**src/rtl/burst_split_pkg.sv**
```systemverilog
// burst_split_pkg: shared types and helpers for the burst splitter.
//   bs_state_e : splitter FSM state (IDLE waits for a burst, EMIT hands out items)
//   clamp_cnt  : limits a requested lane count to the number of physical lanes
package burst_split_pkg;

    typedef enum logic {
        IDLE = 1'b0,
        EMIT = 1'b1
    } bs_state_e;

    function automatic int unsigned clamp_cnt(input int unsigned cnt, input int unsigned depth);
        return (cnt > depth) ? depth : cnt;
    endfunction

endpackage

```
**src/rtl/burst_lane_mux.sv**
```systemverilog
// burst_lane_mux: combinational lane select, data_o = lane[idx_i].
//   lanes_i : DEPTH*DATA_W packed lanes, lane k at [k*DATA_W +: DATA_W]
//   idx_i   : lane index, 0..DEPTH-1
//   data_o  : selected lane (zero for an out-of-range index)
module burst_lane_mux #(
    parameter int unsigned DATA_W = 8,
    parameter int unsigned DEPTH  = 2,
    parameter int unsigned IDX_W  = (DEPTH > 1) ? $clog2(DEPTH) : 1
) (
    input  logic [DEPTH*DATA_W-1:0] lanes_i,
    input  logic [IDX_W-1:0]        idx_i,
    output logic [DATA_W-1:0]       data_o
);

    always_comb begin
        data_o = '0;
        for (int unsigned k = 0; k < DEPTH; k++) begin
            if (32'(idx_i) == k) begin
                data_o = lanes_i[k*DATA_W +: DATA_W];
            end
        end
    end

endmodule

```
**src/rtl/burst_split.sv**
```systemverilog
// burst_split: unpacks one multi-lane burst into a stream of single items, lane 0 first.
//   clk, arst_n          : clock (rising edge), asynchronous active-low reset
//   in_valid_i/ready_o   : burst handshake; in_data_i holds DEPTH lanes, in_count_i valid lanes
//   out_valid_o/ready_i  : item handshake; out_data_o item, out_last_o last item of its burst
//   err_o, clr_err_i     : sticky bad-count flag and its clear, present only when
//                          BURST_SPLIT_ERR_EN is defined
// Optional feature macro: BURST_SPLIT_ERR_EN
module burst_split #(
    parameter int unsigned DATA_W = 8,
    parameter int unsigned DEPTH  = 2,
    parameter int unsigned CNT_W  = $clog2(DEPTH + 1)
) (
    input  logic                    clk,
    input  logic                    arst_n,
    input  logic                    in_valid_i,
    output logic                    in_ready_o,
    input  logic [DEPTH*DATA_W-1:0] in_data_i,
    input  logic [CNT_W-1:0]        in_count_i,
    output logic                    out_valid_o,
    input  logic                    out_ready_i,
    output logic [DATA_W-1:0]       out_data_o,
    output logic                    out_last_o
`ifdef BURST_SPLIT_ERR_EN
    ,
    output logic                    err_o,
    input  logic                    clr_err_i
`endif
);

    import burst_split_pkg::*;

    localparam int unsigned IDX_W = (DEPTH > 1) ? $clog2(DEPTH) : 1;

    bs_state_e               state_q, state_d;
    logic [DEPTH*DATA_W-1:0] lanes_q, lanes_d;
    logic [CNT_W-1:0]        count_q, count_d;
    logic [IDX_W-1:0]        idx_q, idx_d;
    logic [CNT_W-1:0]        count_clamped;
    logic [DATA_W-1:0]       lane_data;
    logic                    last;
    logic                    accept;
    logic                    accept_nonzero;
    logic                    item_taken;

    assign count_clamped  = CNT_W'(clamp_cnt(32'(in_count_i), DEPTH));
    // count_q is at least 1 whenever EMIT is active, so the subtraction cannot underflow there
    assign last           = (CNT_W'(idx_q) == count_q - CNT_W'(1));
    assign accept         = in_valid_i && in_ready_o;
    assign accept_nonzero = accept && (count_clamped != '0);
    assign item_taken     = (state_q == EMIT) && out_ready_i;

    burst_lane_mux #(
        .DATA_W (DATA_W),
        .DEPTH  (DEPTH),
        .IDX_W  (IDX_W)
    ) u_lane_mux (
        .lanes_i (lanes_q),
        .idx_i   (idx_q),
        .data_o  (lane_data)
    );

    // State register
    always_ff @(posedge clk or negedge arst_n) begin
        if (!arst_n) begin
            state_q <= IDLE;
            lanes_q <= '0;
            count_q <= '0;
            idx_q   <= '0;
        end else begin
            state_q <= state_d;
            lanes_q <= lanes_d;
            count_q <= count_d;
            idx_q   <= idx_d;
        end
    end

    // Next-state logic; a zero-count burst is consumed without touching the held lanes
    always_comb begin
        state_d = state_q;
        lanes_d = lanes_q;
        count_d = count_q;
        idx_d   = idx_q;
        if (accept) begin
            if (accept_nonzero) begin
                state_d = EMIT;
                lanes_d = in_data_i;
                count_d = count_clamped;
                idx_d   = '0;
            end else begin
                state_d = IDLE;
            end
        end else if (item_taken) begin
            if (last) begin
                state_d = IDLE;
            end else begin
                idx_d = idx_q + IDX_W'(1);
            end
        end
    end

    // Outputs; item fields are forced to zero outside EMIT
    always_comb begin
        out_valid_o = (state_q == EMIT);
        out_last_o  = (state_q == EMIT) && last;
        out_data_o  = (state_q == EMIT) ? lane_data : '0;
        // Accepting while the last item leaves gives back-to-back bursts without a bubble
        in_ready_o  = (state_q == IDLE) || ((state_q == EMIT) && out_ready_i && last);
    end

`ifdef BURST_SPLIT_ERR_EN
    logic err_q, err_d;
    logic bad_count;

    assign bad_count = (in_count_i == '0) || (32'(in_count_i) > DEPTH);

    always_comb begin
        err_d = err_q;
        if (clr_err_i) begin
            err_d = 1'b0;
        end
        // Setting takes priority over a simultaneous clear
        if (accept && bad_count) begin
            err_d = 1'b1;
        end
    end

    always_ff @(posedge clk or negedge arst_n) begin
        if (!arst_n) begin
            err_q <= 1'b0;
        end else begin
            err_q <= err_d;
        end
    end

    assign err_o = err_q;
`endif

endmodule

```
**config.mk**
```make
export PLATFORM = sky130hd
export DESIGN_NAME = burst_split
export DESIGN_NICKNAME = d
export VERILOG_FILES = /design/src/rtl/burst_split_pkg.sv /design/src/rtl/burst_lane_mux.sv /design/src/rtl/burst_split.sv
export SDC_FILE = /design/constraint.sdc
export NUM_CORES = 1
export LEC_CHECK = 0
export CAP_MARGIN = 20
export CORE_MARGIN = 4
export CORE_UTILIZATION = 45
export DETAILED_ROUTE_END_ITERATION = 12
export PLACE_DENSITY_LB_ADDON = 0.05
export SLEW_MARGIN = 20
export SYNTH_ARGS = -nofsm -noshare
export SYNTH_HDL_FRONTEND = slang
export SYNTH_SLANG_ARGS = --single-unit
```
**constraint.sdc**
```tcl
create_clock -name clk -period 1.85 [get_ports clk]
set_input_delay 0.37 -clock clk [delete_from_list [all_inputs] [get_ports clk]]
set_output_delay 0.37 -clock clk [all_outputs]
set_load 0.1 [all_outputs]
```
======== After elaboration in Yosys (flattened, before gate mapping) ========
Index checks and enable logic that the tools add are counted.
storage, ports and cells
  bits in registers ....................... 20
  input bits .............................. 22
  output and inout bits ................... 11
  word-level logic and storage cells ...... 34
cells by class
  add/sub/neg operators ................... 2
  order comparisons ....................... 1
  equal/unequal tests ..................... 3
  multiplexer cells ....................... 11
  bitwise gates (word level) .............. 1
  reductions and logical operators ........ 12
operators with widths
  operator                                                number
  2-to-1 mux 8 bit                                        2
  2-to-1 mux 1 bit                                        8
  nonzero test 2 bit                                      3
  logical AND 1 bit                                       5
  inequality test 2 x 1 -> 1 bit (second input constant)  2
  AND reduction 2 bit                                     2
  AND reduction 3 bit                                     1
  == test 1 x 2 -> 1 bit                                  1
  > comparator 2 bit (second input constant)              1
  2-to-1 mux 2 bit                                        1
  subtractor 2 x 1 -> 2 bit (second input constant)       1
  adder 1 bit (second input constant)                     1
  logical OR 1 bit                                        1
  inverter 1 bit                                          1

======== Logic depth before layout (Yosys ltp) ========
  depth after elaboration ................. 8
  gate-level depth with buffers ........... 4
  gate-level depth less buffers ........... 4

======== Hierarchy ========
From an unflattened synthesis, not the netlist that was laid out.
second synthesis, totals
  cells, all modules ...................... 78
  area, all modules ....................... 1,124.8 um2
by module, submodules not included
  module          instances  cells each  area each (um2)  sequential area each (um2)
  burst_split     1          69          993.5            500.5
  burst_lane_mux  1          9           131.4            0.0

======== Worst setup path after synthesis ========
OpenSTA, ideal clock, no wires.
  kind .................................... register to output
  from .................................... register state_q (netlist: out_valid_o)
  to ...................................... output out_last_o
  data arrival time ....................... 3.487 ns
  data required time ...................... 1.480 ns
  path slack .............................. -2.007 ns
  stages on the path, launching flop included .. 3
  path buffers ............................ 1
  path through ............................ dfrtp_1 clkbuf_1 a21boi_0
on the way
  longest elaborated chain between the ends .. 1
RTL lines
  element                 RTL line            RTL
  start, declared         burst_split.sv:34   bs_state_e state_q, state_d;
  start signal, assigned  burst_split.sv:70   state_q <= state_d;
  logical AND 1 bit       burst_split.sv:104  out_last_o = (state_q == EMIT) && last;
  end, declared           burst_split.sv:22   output logic out_last_o
No other way between the ends.

======== Worst setup path after layout ========
  from .................................... register idx_q
  to ...................................... output out_last_o
on the way
  longest elaborated chain between the ends .. 2
RTL lines
  element                 RTL line            RTL
  start, declared         burst_split.sv:37   logic [IDX_W-1:0] idx_q, idx_d;
  start signal, assigned  burst_split.sv:73   idx_q <= idx_d;
  == test 1 x 2 -> 1 bit  burst_split.sv:47   assign last = (CNT_W'(idx_q) == count_q - CNT_W'(1));
  logical AND 1 bit       burst_split.sv:104
No other way between the ends.

==> out/results.ini <==
[status]
status=finished, final reports clean

[logic_synthesis]
syn_area_mm2=0.00105
yosys.area.top_type=dfrtp_1
syn_inst=77
syn_nets=99
synth-seq-cells=20
synth_warnings=0
synth_edf_count=0
syn_avg_cell_area_um2=13.7
synth_top_area_share_pct=47.6
yosys-top-cells-area=dfrtp_1 48%, mux2_4 14%, mux2i_1 7.6%, mux2_2 6.4%, nor2b_1 5.4%
synth_ff_type=dfrtp_1
ys_types=22
synth-async-reset-ratio_pct=100
ys_seq_area_share_pct=47.6

[die]
io_pins=33
die_area_mm2=0.00318
fp.dieH_um=56.4
initial_utilization_pct=47.6
fp.dieW_um=56.4
num_rows=17
design.core.area_mm2=0.00221

[timing]
setup_viol=0
finClkSkew_ps=6.53
max_freq_ghz=0.543
hold_violations=0
rsz0062_at_grt=true
post-route-min-period_ps=1840
maxSlewHeadroom_pct=68.0
layout_setup_ws_ps=7.18
drv_slew=0
post-route-period-util_pct=99.6
tightest_slew_ps=475

[critical_path]
cp_data_arrival_time_ps=1470
worstSetupPathType=flip-flop to output pin
crit_path_end_kind=output pin
path_max_fanout=6
startpoint_type=flip-flop
required_ps=1480

[global_route]
grt_max_degree=21
grt_remaining_overflow=0
grt_use_total_pct=16.2
antenna_found_initial=0
first_global_vias=842
grt_pass1_wl_um=3970

[cts]
htree_levels=1
cts_tree=done
cts.sinks=20
clock_latency_ps=290
clock_tree.root_cell=clkbuf_4
clk_path_buf_depth=2
hold_buffers=0
cts.clk_slew.worst_paths_ps=110
cts_made_buffers=3

[finish]
diodes=0
layout_common_cells=20 x clkdlybuf4s50_1, 16 x dfrtp_1, 12 x buf_12
final_common_cell=clkdlybuf4s50_1
nets=146
drive_above_1_share_pct=56.1
areaGrowthSynthToFinish_pct=68.4

[drt]
totalWireLength_um=2480
ant_nets=0
viasPerCell=5.17
firstDrtPassIters=4
vias=780
drc=0
drt-initial-drc-count=9
avgRoutedWirePerCell_um=16.4

[placement]
io_buffers=32
place_ws_ps=-182
place.gp.congestion=0.874
dp_hpwl_um=1760

[min_path]
min_path_type=input pin to async pin

[job]
drv_cap=0

==> repair_timing <==
item | 4_1_cts | 5_1_grt
gates resized for setup | 6 | 11
hold endpoints to repair | 0 | 0
pin swaps | 3 | 1
setup buffers | 1 | 4
endpoints found under the setup margin | 8 | 10
==> worst max-delay path: stages (launching register included) <==
cell      delay, ps
dfrtp_2         470
buf_4           180
nand2b_1        170
a21boi_4        160
buf_12          190
==> sequential cells by signal, summed over array words and instances (netlist names) <==
register,flops
out_valid_o,1
count_q,2
lanes_q,16
idx_q,1
==> per-stage QoR <==
stage	hold slack, ps	std cells	utilization, %	instance area, µm²	TNS, ps
floorplan	74.4	77	-	1130	-6.92
global placement	489	142	74.2	1640	-1840
detailed placement	495	142	74.2	1640	-2350
CTS	407	147	76.4	1690	-32.9
global route	418	151	80.1	1770	-380
finish	399	151	80.1	1770	0
==> layer usage <==
layer	wire length, µm	track usage [%]
met5	0	0
met4	60	5.08
met3	119	3.45
met2	1270	28.4
met1	1030	19.6
==> cell families (layout without fill, tap and decap cells) <==
| logic type | Yosys count | count (layout) | synth area share (%) |
|---|---|---|---|
| AOI/OAI and AO/OA | 9 | 9 | 7.14 |
| buffers and inverters | 5 | 51 | 3.45 |
| DFF | 20 | 20 | 47.6 |
| muxes | 24 | 24 | 28.3 |
| and+or+nand+nor | 19 | 19 | 13.6 |
==> cells in the mapped netlist, types with 2 or more instances <==
cell type	count
o21ai_0	3
mux2_2	6
dfrtp_1	20
nand2b_1	3
nor2b_1	9
nand2_1	3
inv_1	2
mux2_4	10
mux2i_1	8
==> area by class of cell <==
type                            instances  area (µm²)
Multi-Input combinational cell         52         648
Timing Repair Buffer                   45         543
Sequential cell                        20         508
Fill cell                             136         440
Tap cell                               28        35.0
Clock buffer                            4        26.3
Inverter                                2        11.3
==> worst paths after layout <==
check | start | to | slack [ps] | cells past startpoint
setup / recovery | idx_q | out_last_o | 7 | 4
hold reg to reg | lanes_q[13] | lanes_q[13] | 540 | 1
hold / removal | arst_n | out_valid_o | 400 | 2
max in group asynchronous | arst_n | out_valid_o | 1230 | 2
min in group clk | lanes_q[13] | lanes_q[13] | 540 | 1
setup reg to reg | count_q[1] | lanes_q[12] | 130 | 5
Power is left out: the tool's default activity adds up to more than one toggle a clock period on the data nets, which glitch-free logic cannot reach.
